==> src/rtl/mips_multicycle_ctrl_pkg.sv <==
// Shared types for the multicycle MIPS control unit: opcodes, controller
// states and the datapath mux encodings driven by the controller.
package mips_pkg;

    localparam int OPC_W = 6;

    typedef enum logic [OPC_W-1:0] {
        OP_RTYPE = 6'h00,
        OP_J     = 6'h02,
        OP_BEQ   = 6'h04,
        OP_BNE   = 6'h05,
        OP_ADDI  = 6'h08,
        OP_LW    = 6'h23,
        OP_SW    = 6'h2B
    } opcode_t;

    typedef enum logic [3:0] {
        ST_IDLE,
        ST_FETCH,
        ST_DECODE,
        ST_MEMADR,
        ST_MEMRD,
        ST_MEMWB,
        ST_MEMWR,
        ST_EXEC,
        ST_ALUWB,
        ST_ADDIEX,
        ST_ADDIWB,
        ST_BRANCH,
        ST_JUMP
    } ctrl_state_t;

    typedef enum logic [1:0] {
        ALU_ADD   = 2'b00,
        ALU_SUB   = 2'b01,
        ALU_FUNCT = 2'b10
    } alu_op_t;

    typedef enum logic [1:0] {
        ASB_REG      = 2'b00,
        ASB_FOUR     = 2'b01,
        ASB_SEXT     = 2'b10,
        ASB_SEXT_SH2 = 2'b11
    } alu_src_b_t;

    typedef enum logic [1:0] {
        PCS_ALU    = 2'b00,
        PCS_ALUOUT = 2'b01,
        PCS_JUMP   = 2'b10
    } pc_src_t;

endpackage

==> src/rtl/mips_multicycle_ctrl_if.sv <==
// Controller <-> datapath bundle. The controller side is the master: it
// drives the strobes and mux selects and observes opcode, zero and mem_ready.
interface mips_multicycle_ctrl_if #(
    parameter int OPCODE_W = 6,
    parameter int CNT_W    = 32
);
    logic [OPCODE_W-1:0] opcode;
    logic                zero;
    logic                mem_ready;

    logic                iord;
    logic                mem_rd;
    logic                mem_wr;
    logic                ir_write;
    logic                reg_dst;
    logic                mem_to_reg;
    logic                reg_write;
    logic                alu_src_a;
    logic [1:0]          alu_src_b;
    logic [1:0]          alu_op;
    logic [1:0]          pc_src;
    logic                pc_en;
    logic                illegal_op;
    logic                instr_done;
    logic [CNT_W-1:0]    retired_cnt;

    modport master (
        input  opcode, zero, mem_ready,
        output iord, mem_rd, mem_wr, ir_write, reg_dst, mem_to_reg,
               reg_write, alu_src_a, alu_src_b, alu_op, pc_src, pc_en,
               illegal_op, instr_done, retired_cnt
    );

    modport slave (
        output opcode, zero, mem_ready,
        input  iord, mem_rd, mem_wr, ir_write, reg_dst, mem_to_reg,
               reg_write, alu_src_a, alu_src_b, alu_op, pc_src, pc_en,
               illegal_op, instr_done, retired_cnt
    );

endinterface

==> src/rtl/mips_multicycle_ctrl_retire_counter.sv <==
// Free-running retired-instruction counter; wraps silently at 2^CNT_W.
module mips_retire_counter #(
    parameter int CNT_W = 32
) (
    input  logic             clk,
    input  logic             rst,
    input  logic             inc,
    output logic [CNT_W-1:0] count
);

    // Count one per retire pulse, cleared asynchronously by reset.
    always_ff @(posedge clk or posedge rst) begin
        if (rst) begin
            count <= '0;
        end else if (inc) begin
            count <= count + CNT_W'(1);
        end
    end

endmodule

==> src/rtl/mips_multicycle_ctrl.sv <==
// Multicycle MIPS control unit.
//
// state   | meaning
// --------+-----------------------------------------------------------
// IDLE    | one dead cycle after reset, all outputs low
// FETCH   | read instruction at PC, PC+4 -> PC and IR when memory ready
// DECODE  | compute branch target into ALUOut, dispatch on opcode
// MEMADR  | base + offset for LW/SW
// MEMRD   | LW data read, waits for memory
// MEMWB   | LW write-back from MDR into rt
// MEMWR   | SW data write, strobe held until memory ready
// EXEC    | R-type ALU operation
// ALUWB   | R-type write-back into rd
// ADDIEX  | A + sign-extended immediate
// ADDIWB  | ADDI write-back into rt
// BRANCH  | compare A/B, load PC from ALUOut on taken BEQ/BNE
// JUMP    | load PC with jump target
module mips_multicycle_ctrl
    import mips_pkg::*;
#(
    parameter int OPCODE_W = 6,
    parameter int CNT_W    = 32,
    parameter bit WAIT_EN  = 1'b1
) (
    input  logic                   clk,
    input  logic                   rst,
    mips_multicycle_ctrl_if.master bus
);

    ctrl_state_t state;
    ctrl_state_t state_nxt;
    logic        rdy;
    logic        retire;

    logic is_rtype;
    logic is_addi;
    logic is_lw;
    logic is_sw;
    logic is_beq;
    logic is_bne;
    logic is_j;

    // With wait states disabled the memory is assumed to finish every access in one cycle.
    assign rdy = WAIT_EN ? bus.mem_ready : 1'b1;

    // Opcode classification; only consulted by the states that sample opcode.
    always_comb begin
        is_rtype = (bus.opcode == OPCODE_W'(OP_RTYPE));
        is_addi  = (bus.opcode == OPCODE_W'(OP_ADDI));
        is_lw    = (bus.opcode == OPCODE_W'(OP_LW));
        is_sw    = (bus.opcode == OPCODE_W'(OP_SW));
        is_beq   = (bus.opcode == OPCODE_W'(OP_BEQ));
        is_bne   = (bus.opcode == OPCODE_W'(OP_BNE));
        is_j     = (bus.opcode == OPCODE_W'(OP_J));
    end

    // State register; reset aborts whatever instruction is in flight.
    always_ff @(posedge clk or posedge rst) begin
        if (rst) begin
            state <= ST_IDLE;
        end else begin
            state <= state_nxt;
        end
    end

    // Next-state and Moore output decode; pc_en/ir_write also look at rdy and zero.
    always_comb begin
        state_nxt      = state;
        retire         = 1'b0;
        bus.iord       = 1'b0;
        bus.mem_rd     = 1'b0;
        bus.mem_wr     = 1'b0;
        bus.ir_write   = 1'b0;
        bus.reg_dst    = 1'b0;
        bus.mem_to_reg = 1'b0;
        bus.reg_write  = 1'b0;
        bus.alu_src_a  = 1'b0;
        bus.alu_src_b  = ASB_REG;
        bus.alu_op     = ALU_ADD;
        bus.pc_src     = PCS_ALU;
        bus.pc_en      = 1'b0;
        bus.illegal_op = 1'b0;

        unique case (state)
            ST_IDLE: begin
                state_nxt = ST_FETCH;
            end

            ST_FETCH: begin
                bus.mem_rd    = 1'b1;
                bus.alu_src_b = ASB_FOUR;
                bus.ir_write  = rdy;
                bus.pc_en     = rdy;
                if (rdy) begin
                    state_nxt = ST_DECODE;
                end
            end

            ST_DECODE: begin
                bus.alu_src_b = ASB_SEXT_SH2;
                if (is_lw || is_sw) begin
                    state_nxt = ST_MEMADR;
                end else if (is_rtype) begin
                    state_nxt = ST_EXEC;
                end else if (is_addi) begin
                    state_nxt = ST_ADDIEX;
                end else if (is_beq || is_bne) begin
                    state_nxt = ST_BRANCH;
                end else if (is_j) begin
                    state_nxt = ST_JUMP;
                end else begin
                    // Unknown opcode: flag it and drop the instruction without retiring it.
                    bus.illegal_op = 1'b1;
                    state_nxt      = ST_FETCH;
                end
            end

            ST_MEMADR: begin
                bus.alu_src_a = 1'b1;
                bus.alu_src_b = ASB_SEXT;
                state_nxt     = is_lw ? ST_MEMRD : ST_MEMWR;
            end

            ST_MEMRD: begin
                bus.mem_rd = 1'b1;
                bus.iord   = 1'b1;
                if (rdy) begin
                    state_nxt = ST_MEMWB;
                end
            end

            ST_MEMWB: begin
                bus.reg_write  = 1'b1;
                bus.mem_to_reg = 1'b1;
                retire         = 1'b1;
                state_nxt      = ST_FETCH;
            end

            ST_MEMWR: begin
                // Strobe stays up for the whole wait so the memory sees one continuous write.
                bus.mem_wr = 1'b1;
                bus.iord   = 1'b1;
                if (rdy) begin
                    retire    = 1'b1;
                    state_nxt = ST_FETCH;
                end
            end

            ST_EXEC: begin
                bus.alu_src_a = 1'b1;
                bus.alu_src_b = ASB_REG;
                bus.alu_op    = ALU_FUNCT;
                state_nxt     = ST_ALUWB;
            end

            ST_ALUWB: begin
                bus.reg_write = 1'b1;
                bus.reg_dst   = 1'b1;
                retire        = 1'b1;
                state_nxt     = ST_FETCH;
            end

            ST_ADDIEX: begin
                bus.alu_src_a = 1'b1;
                bus.alu_src_b = ASB_SEXT;
                state_nxt     = ST_ADDIWB;
            end

            ST_ADDIWB: begin
                bus.reg_write = 1'b1;
                retire        = 1'b1;
                state_nxt     = ST_FETCH;
            end

            ST_BRANCH: begin
                bus.alu_src_a = 1'b1;
                bus.alu_src_b = ASB_REG;
                bus.alu_op    = ALU_SUB;
                bus.pc_src    = PCS_ALUOUT;
                bus.pc_en     = is_bne ? ~bus.zero : bus.zero;
                retire        = 1'b1;
                state_nxt     = ST_FETCH;
            end

            ST_JUMP: begin
                bus.pc_src = PCS_JUMP;
                bus.pc_en  = 1'b1;
                retire     = 1'b1;
                state_nxt  = ST_FETCH;
            end

            default: begin
                state_nxt = ST_IDLE;
            end
        endcase
    end

    assign bus.instr_done = retire;

    mips_retire_counter #(
        .CNT_W (CNT_W)
    ) u_retire_counter (
        .clk   (clk),
        .rst   (rst),
        .inc   (retire),
        .count (bus.retired_cnt)
    );

endmodule

==> src/flat_wrapper.sv <==
// flat-port wrapper written by rule: the top's interface ports become plain ports
module mips_multicycle_ctrl_flat import mips_pkg::*;
#(
    parameter int OPCODE_W = 6,
    parameter int CNT_W    = 32,
    parameter bit WAIT_EN  = 1'b1
)
  (clk, rst, bus_opcode, bus_zero, bus_mem_ready, bus_iord, bus_mem_rd, bus_mem_wr, bus_ir_write, bus_reg_dst, bus_mem_to_reg, bus_reg_write, bus_alu_src_a, bus_alu_src_b, bus_alu_op, bus_pc_src, bus_pc_en, bus_illegal_op, bus_instr_done, bus_retired_cnt);
  mips_multicycle_ctrl_if #(.OPCODE_W(OPCODE_W), .CNT_W(CNT_W)) bus_i ();
  input  logic clk;
  input  logic rst;
  input wire logic [$bits(bus_i.opcode)-1:0] bus_opcode;
  input wire logic [$bits(bus_i.zero)-1:0] bus_zero;
  input wire logic [$bits(bus_i.mem_ready)-1:0] bus_mem_ready;
  output wire logic [$bits(bus_i.iord)-1:0] bus_iord;
  output wire logic [$bits(bus_i.mem_rd)-1:0] bus_mem_rd;
  output wire logic [$bits(bus_i.mem_wr)-1:0] bus_mem_wr;
  output wire logic [$bits(bus_i.ir_write)-1:0] bus_ir_write;
  output wire logic [$bits(bus_i.reg_dst)-1:0] bus_reg_dst;
  output wire logic [$bits(bus_i.mem_to_reg)-1:0] bus_mem_to_reg;
  output wire logic [$bits(bus_i.reg_write)-1:0] bus_reg_write;
  output wire logic [$bits(bus_i.alu_src_a)-1:0] bus_alu_src_a;
  output wire logic [$bits(bus_i.alu_src_b)-1:0] bus_alu_src_b;
  output wire logic [$bits(bus_i.alu_op)-1:0] bus_alu_op;
  output wire logic [$bits(bus_i.pc_src)-1:0] bus_pc_src;
  output wire logic [$bits(bus_i.pc_en)-1:0] bus_pc_en;
  output wire logic [$bits(bus_i.illegal_op)-1:0] bus_illegal_op;
  output wire logic [$bits(bus_i.instr_done)-1:0] bus_instr_done;
  output wire logic [$bits(bus_i.retired_cnt)-1:0] bus_retired_cnt;
  assign bus_i.opcode = bus_opcode;
  assign bus_i.zero = bus_zero;
  assign bus_i.mem_ready = bus_mem_ready;
  assign bus_iord = bus_i.iord;
  assign bus_mem_rd = bus_i.mem_rd;
  assign bus_mem_wr = bus_i.mem_wr;
  assign bus_ir_write = bus_i.ir_write;
  assign bus_reg_dst = bus_i.reg_dst;
  assign bus_mem_to_reg = bus_i.mem_to_reg;
  assign bus_reg_write = bus_i.reg_write;
  assign bus_alu_src_a = bus_i.alu_src_a;
  assign bus_alu_src_b = bus_i.alu_src_b;
  assign bus_alu_op = bus_i.alu_op;
  assign bus_pc_src = bus_i.pc_src;
  assign bus_pc_en = bus_i.pc_en;
  assign bus_illegal_op = bus_i.illegal_op;
  assign bus_instr_done = bus_i.instr_done;
  assign bus_retired_cnt = bus_i.retired_cnt;
  mips_multicycle_ctrl #(.OPCODE_W(OPCODE_W), .CNT_W(CNT_W), .WAIT_EN(WAIT_EN)) u_core (.clk(clk), .rst(rst), .bus(bus_i));
endmodule
==> config.mk <==
export PLATFORM = sky130hd
export DESIGN_NAME = mips_multicycle_ctrl_flat
export DESIGN_NICKNAME = d
export VERILOG_FILES = /design/src/rtl/mips_multicycle_ctrl_pkg.sv /design/src/rtl/mips_multicycle_ctrl_if.sv /design/src/rtl/mips_multicycle_ctrl_retire_counter.sv /design/src/rtl/mips_multicycle_ctrl.sv /design/src/flat_wrapper.sv
export SDC_FILE = /design/constraint.sdc
export NUM_CORES = 1
export LEC_CHECK = 0
export ABC_AREA = 1
export BUFFER_PORTS_ARGS = -buffer_cell sky130_fd_sc_hd__buf_4
export CAP_MARGIN = 20
export CORE_MARGIN = 4
export CORE_UTILIZATION = 59
export CTS_BUF_LIST = sky130_fd_sc_hd__clkbuf_8 sky130_fd_sc_hd__clkbuf_16
export CTS_CLUSTER_DIAMETER = 80
export DETAILED_ROUTE_END_ITERATION = 12
export PLACE_DENSITY = 0.84
export SLEW_MARGIN = 40
export SYNTH_ARGS = -nofsm -noshare
export SYNTH_HDL_FRONTEND = slang
export SYNTH_SLANG_ARGS = --single-unit
==> constraint.sdc <==
create_clock -name clk -period 4.3 [get_ports clk]
set_input_delay 0.43 -clock clk [delete_from_list [all_inputs] [get_ports clk]]
set_output_delay 0.43 -clock clk [all_outputs]
set_load 0.005 [all_outputs]
==> results of run 1 <==
-- registers in the layout (all words and copies together), names as in the netlist --
signal / flops
u_core.u_retire_counter.count: 32
u_core.state: 4
-- final cells by class --
class | instances | share of cell area, %
clock inverter | 3 | 1.33
clock buffer | 5 | 2.15
tap | 52 | 2.03
multi-input combinational | 330 | 47.0
timing repair buffer | 59 | 13.8
sequential | 36 | 28.1
inverter | 48 | 5.62
-- layer usage --
metal	share of wire [%]	vias to the layer above	track usage (%)	wire, um
met5	0	-	0	0
met4	1.9	0	7.77	130
met1	46	1255	34.2	3060
met3	5.8	14	4.41	390
met2	47	87	42.1	3120
li1	-	1428	-	-
-- cell families after synthesis --
family / after synthesis
adder cells (fa/ha/maj): 1
buffers and inverters: 56
AO/OA/AOI/OAI: 14
flip-flops: 36
XOR/XNOR: 7
AND/OR/NAND/NOR: 308
-- worst reg2reg max path: cells and delay by family, from the launching register on --
kind	cells	cell delay (ps)
and+or+nand+nor	4	870
xor gates and xnor gates	1	310
DFF	1	510
buffers and inverters	1	100
-- stage by stage --
stage               power [W]  util, %  hold WS (ps)  area, sq um
finish                0.00121     73.6           235         3210
global route          0.00129     73.6           274         3210
CTS                   0.00122     73.6           250         3210
detailed placement   0.000913     71.1           534         3090
global placement     0.000892     71.1           524         3090
floorplan            0.000774        -           513         2660
-- where the power goes --
| part | leakage, nW | internal [W] | total, W | switching (W) |
|---|---|---|---|---|
| Combinational | 1.03 | 0.000189 | 0.000481 | 0.000292 |
| Clock | 0.0541 | 0.000172 | 0.000303 | 0.000131 |
| Sequential | 0.492 | 0.000375 | 0.000428 | 0.0000527 |
-- cell usage after synthesis (3+ instances only) --
cell type	n	area, sq um
nand3_1	43	215
nand2_2	5	31.3
o21ai_0	4	20.0
nor2_1	60	225
a21oi_1	3	15.0
buf_6	5	56.3
xor2_1	6	52.6
o21ai_1	4	20.0
nor2_2	6	37.5
inv_2	3	11.3
nand3b_1	10	75.1
inv_1	45	169
nor2_4	4	45.0
dfrtp_1	36	901
nand4_1	8	50.1
nand2_1	168	631
-- worst paths after layout --
path	from	to	cells past startpoint
max	u_core.state[0]$_DFFE_PP0P_	bus_instr_done	6
min	rst	u_core.u_retire_counter.count[20]$_DFFE_PP0P_	3
max reg2reg	u_core.state[0]$_DFFE_PP0P_	u_core.u_retire_counter.count[0]$_DFFE_PP0P_	6
min reg2reg	u_core.u_retire_counter.count[10]$_DFFE_PP0P_	u_core.u_retire_counter.count[10]$_DFFE_PP0P_	2
max in group asynchronous	rst	u_core.u_retire_counter.count[27]$_DFFE_PP0P_	3
min in group clk	bus_mem_ready	u_core.state[0]$_DFFE_PP0P_	2
==> flow_metrics.env, run 1 <==
export IMPL_clock_root_buffer="clkbuf_8"
export IMPL_synth_simple_area_share_pct=50.6
export IMPL_hold_buffers=0
export IMPL_ys_flop_type="dfrtp_1"
export IMPL_final_period_utilization_pct=58.9
export IMPL_grt_pass1_vias=2577
export IMPL_rsz0062_at_grt="false"
export IMPL_place_ws_ps=2130
export IMPL_syn_area_per_cell_sq_um=6.31
export IMPL_yosysWarnings=0
export IMPL_synth_seq_cells=36
export IMPL_synth_fa_ha_area_share_pct=0.470
export IMPL_p_leak_nw=1.58
export IMPL_critPathMaxStageDelay_ps=510
export IMPL_layout_setup_ws_ps=1770
export IMPL_area_growth_pct=20.4
export IMPL_tightest_slew_ps=547
export IMPL_grt_max_degree=52
export IMPL_synth_top_family_by_area="simple AND/OR/NAND/NOR gates"
export IMPL_worst_path_dominant_cell_family="simple AND/OR/NAND/NOR gates"
export IMPL_setup_viol=0
export IMPL_crit_slowest_cell="dfrtp_1"
export IMPL_p_per_area_mw_per_mm2=378
export IMPL_cpMostUsedCell="nand2_2"
export IMPL_synthArstFlopShare_pct=100
export IMPL_synth_area_sq_mm=0.00266
export IMPL_clkLatencyLatePin_ps=300
export IMPL_drive_above_1_share_pct=18.5
export IMPL_cts_setup_buffers=0
export IMPL_ctsLongestPathBuffers=2
export IMPL_cp_required_ps=3870
export IMPL_hold_path_class="primary input to async pin"
export IMPL_maxCapViolations=0
export IMPL_arrival_ps=2100
export IMPL_vias=2784
export IMPL_multi_input_area_sq_mm=0.00151
export IMPL_synth_edf_count=0
export IMPL_crit_type="register to primary output"
export IMPL_placementRows=24
export IMPL_grt_pass1_wl_um=11300
export IMPL_postRouteWirelength_um=6690
export IMPL_crit_chain="inv_2 > nand2_2 > nor2_4 > nand2_2 > nand3_4 > buf_4"
export IMPL_synthCells=422
export IMPL_yosysSeqAreaShare_pct=33.8
export IMPL_drt_first_pass_iters=5
export IMPL_nets=491
export IMPL_rrSetupSlack_ps=2380
export IMPL_layout_common_cells="nand2_1, nor2_1, buf_4"
export IMPL_ant_nets=0
export IMPL_io_buffers=58
export IMPL_initial_core_util_pct=61.1
export IMPL_die_w_um=75.2
export IMPL_cts_buffers=5
export IMPL_clock_sinks=36
export IMPL_grt_ovfl_total=0
export IMPL_path_clk_slew_ps=80
export IMPL_clock_skew_final_ps=8.39
export IMPL_drcViolationCount=0
export IMPL_relSlewSlack_pct=63.5
export IMPL_cts_htree_levels=2
export IMPL_seqCellArea_sq_um=901
export IMPL_fp_dieH_um=75.2
export IMPL_first_iter_violations=180
export IMPL_end_kind="primary output"
export IMPL_fin_cells=533
export IMPL_fp_coreArea_sq_mm=0.00435
export IMPL_fill_cells=374
export IMPL_ir_worst_vdd_mv=0.297
export IMPL_fmax_mhz=395
export IMPL_place_gp_congestion=0.969
export IMPL_synth_compound_area_share_pct=2.91
export IMPL_dp_cells=525
export IMPL_cts_tree="yes"
export IMPL_hold_viol=0
export IMPL_status="finished clean"
export IMPL_ctsResizeCount=0
export IMPL_syn_nets=433
export IMPL_report_final_slew_viol_count=0
export IMPL_crit_buf_inv=2
export IMPL_muxShareOfSynthArea_pct=0
export IMPL_synth_xor_area_share_pct=2.58
export IMPL_pin_count=59
export IMPL_worstSetupStartpointType="register"
export IMPL_wl_per_cell_um=12.6
export IMPL_hpwlAfterDp_um=5120
export IMPL_diodes=0
export IMPL_tns_ps=0
export IMPL_die_area_sq_mm=0.00565
export IMPL_grt_usage_pct=25.5
export IMPL_antenna_found_initial=0
export IMPL_crit_path_max_fanout=51
export IMPL_fin_crit_ps=2530
export IMPL_final_common_cell="nand2_1"
export IMPL_synth_cell_types=26
export IMPL_via_per_inst=5.22
Note: power is estimated with default switching activity, not from simulation.
==> run 2: changes to the inputs <==
--- a/config.mk
+++ b/config.mk
@@ -5,15 +5,15 @@
 export SDC_FILE = /design/constraint.sdc
 export NUM_CORES = 1
 export LEC_CHECK = 0
-export ABC_AREA = 1
+export ABC_AREA = 0
 export BUFFER_PORTS_ARGS = -buffer_cell sky130_fd_sc_hd__buf_4
 export CAP_MARGIN = 20
 export CORE_MARGIN = 4
-export CORE_UTILIZATION = 59
+export CORE_UTILIZATION = 52
 export CTS_BUF_LIST = sky130_fd_sc_hd__clkbuf_8 sky130_fd_sc_hd__clkbuf_16
 export CTS_CLUSTER_DIAMETER = 80
 export DETAILED_ROUTE_END_ITERATION = 12
-export PLACE_DENSITY = 0.84
+export PLACE_DENSITY = 0.78
 export SLEW_MARGIN = 40
 export SYNTH_ARGS = -nofsm -noshare
 export SYNTH_HDL_FRONTEND = slang
==> constraint.sdc (replaced) <==
create_clock -name clk -period 2.4 [get_ports clk]
set_input_delay 0.24 -clock clk [delete_from_list [all_inputs] [get_ports clk]]
set_output_delay 0.24 -clock clk [all_outputs]
set_load 0.005 [all_outputs]
==> run 2 against run 1 <==
Against the previous run: die area is 11% lower; critical path type unchanged; routed wire length is 31% lower; highest routed layer unchanged; sequential share of layout area is 5.5 points higher; synthesized area is 22% lower; first-iteration DRC count is 59% lower; largest power group unchanged; largest cell class unchanged; sequential power is 78% higher; synthesized cell count is 48% lower; combinational power is 77% higher.
==> flow_metrics.env, run 2 <==
export IMPL_status="finished clean"
export IMPL_cp_required_ps=2160
export IMPL_wl_per_cell_um=14.0
export IMPL_yosysSeqAreaShare_pct=43.6
export IMPL_end_kind="primary output"
export IMPL_synthArstFlopShare_pct=100
export IMPL_endpoint="bus_instr_done"
export IMPL_clock_sinks=36
export IMPL_place_gp_congestion=0.815
export IMPL_placementRows=22
export IMPL_first_iter_violations=74
export IMPL_initial_core_util_pct=55.2
export IMPL_fp_coreArea_sq_mm=0.00374
export IMPL_startpoint="u_core.state[3]$_DFFE_PP0P_"
export IMPL_synth_area_sq_mm=0.00207
export IMPL_clock_root_buffer="clkbuf_8"
export IMPL_drcViolationCount=0
export IMPL_ctsLongestPathBuffers=2
export IMPL_p_per_area_mw_per_mm2=792
export IMPL_dp_cells=322
export IMPL_synth_area_leaders="dfrtp_1, xnor2_1, nand3_1"
export IMPL_ys_top_cells_by_count="dfrtp_1, xnor2_1, nand2_1, nand3_1, nor2_1"
export IMPL_clock_skew_final_ps=9.06
export IMPL_tightest_slew_ps=521
export IMPL_synth_most_common_cell="dfrtp_1"
export IMPL_hold_viol=0
export IMPL_fin_cells=330
export IMPL_io_buffers=58
export IMPL_grt_max_degree=37
export IMPL_drive_above_1_share_pct=28.4
export IMPL_timing_rr_start="u_core.state[3]$_DFFE_PP0P_"
export IMPL_total_power_w=0.00212
export IMPL_path_clk_slew_ps=70
export IMPL_die_w_um=71.0
export IMPL_fmax_mhz=478
export IMPL_reg_largest_list="u_core.u_retire_counter.count (32), u_core.state (4)"
export IMPL_crit_type="register to primary output"
export IMPL_grt_pass1_vias=1742
export IMPL_synth_edf_count=0
export IMPL_ir_worst_vdd_mv=0.469
export IMPL_nets=292
export IMPL_holdWs_ps=48.5
export IMPL_setup_viol=0
export IMPL_cts_tree="yes"
export IMPL_clkLatencyLatePin_ps=290
export IMPL_fill_cells=303
export IMPL_crit_path_max_fanout=11
export IMPL_regMostFlops="u_core.u_retire_counter.count"
export IMPL_diodes=0
export IMPL_antenna_found_initial=0
export IMPL_multi_input_area_sq_mm=0.00111
export IMPL_largest_register_ffs=32
export IMPL_via_per_inst=5.56
export IMPL_syn_area_per_cell_sq_um=9.48
export IMPL_fin_crit_ps=2090
export IMPL_fp_dieH_um=71.0
export IMPL_synthCells=218
export IMPL_ys_flop_type="dfrtp_1"
export IMPL_final_period_utilization_pct=87.2
export IMPL_final_common_cell="buf_4"
export IMPL_pin_count=59
export IMPL_arrival_ps=1850
export IMPL_seqCellArea_sq_um=901
export IMPL_vias=1836
export IMPL_worstSetupStartpointType="register"
export IMPL_cts_htree_levels=2
export IMPL_tns_ps=0
export IMPL_yosysWarnings=0
export IMPL_maxCapViolations=0
export IMPL_relSlewSlack_pct=65.3
export IMPL_p_leak_nw=1.26
export IMPL_area_growth_pct=29.8
export IMPL_synth_seq_cells=36
export IMPL_layout_common_cells="buf_4, dfrtp_1, xnor2_1"
export IMPL_grt_ovfl_total=0
export IMPL_hold_buffers=0
export IMPL_synth_cell_types=45
export IMPL_die_area_sq_mm=0.00505
export IMPL_syn_nets=229
export IMPL_drt_first_pass_iters=4
export IMPL_cts_buffers=5
export IMPL_grt_pass1_wl_um=8080
export IMPL_synth_area_leader_cell="dfrtp_1"
export IMPL_report_final_slew_viol_count=0
export IMPL_ant_nets=0
export IMPL_postRouteWirelength_um=4610
export IMPL_rsz0062_at_grt="false"
export IMPL_grt_usage_pct=19.8
export IMPL_hold_path_class="primary input to async pin"
export IMPL_synth_top_area_share_pct=43.6
export IMPL_rrSetupSlack_ps=390
export IMPL_rr_endpoint="u_core.u_retire_counter.count[22]$_DFFE_PP0P_"
export IMPL_hpwlAfterDp_um=3480
export IMPL_reg2reg_depth=5
[run 2: timing repair]
item                       4_1_cts  5_1_grt
setup endpoints to repair        0        1
buffers inserted                 0        0
resized for setup                0        1
[run 2: how the worst min path moves through the flow]
stage | start | endpoint | slack (ps) | depth (start not counted)
finish | rst | u_core.u_retire_counter.count[30]$_DFFE_PP0P_ | 50 | 3
global route | rst | u_core.u_retire_counter.count[8]$_DFFE_PP0P_ | 80 | 3
CTS | rst | u_core.u_retire_counter.count[8]$_DFFE_PP0P_ | 60 | 3
detailed placement | rst | u_core.u_retire_counter.count[10]$_DFFE_PP0P_ | 370 | 3
global placement | rst | u_core.u_retire_counter.count[9]$_DFFE_PP0P_ | 370 | 3
floorplan | rst | u_core.state[0]$_DFFE_PP0P_ | 410 | 1
[run 2: logic make-up after synthesis]
logic type | after synthesis | synth area share [%]
fa+ha+maj | 1 | 0.606
buf+inv | 15 | 2.97
simple gates | 103 | 27.4
xor+xnor | 34 | 14.4
flops | 36 | 43.6
compound gates | 29 | 11.0
[run 2: where the power goes]
part | internal (W) | switching [W]
logic | 0.000409 | 0.000444
clock network | 0.000304 | 0.000207
registers | 0.000671 | 0.0000884
total | 0.00138 | 0.000739
[run 2: layout make-up]
| cell class | instances | share of cell area, % |
|---|---|---|
| multi-input combinational | 167 | 41.3 |
| sequential | 36 | 33.6 |
| timing repair buffer | 64 | 17.9 |
| clock buffer | 5 | 2.57 |
| tap | 48 | 2.24 |
| clock inverter | 3 | 1.45 |
| inverter | 7 | 0.980 |
[run 2: metrics by stage]
step                      utilization [%]  instance area, sq um  setup slack [ps]
after floorplan                         -                  2070               571
after global placement               68.7                  2570               448
after detailed placement             68.7                  2570               397
after CTS                            71.6                  2680               150
after global routing                 71.6                  2680               172
final                                71.6                  2680               307
[run 2: worst max-delay path: stages (launching register included)]
cell,delay [ps]
dfrtp_1,520
and4bb_2,300
o21a_1,200
nor2_2,260
inv_1,140
buf_4,160
[run 2: per-layer routing]
metal / vias up / track usage (%) / part of all wire, %
met5: - / 0 / 0
met4: 0 / 7.31 / 1.8
met3: 11 / 6.39 / 6.5
met2: 55 / 30.8 / 46
met1: 864 / 26.0 / 46
li1: 906 / - / -
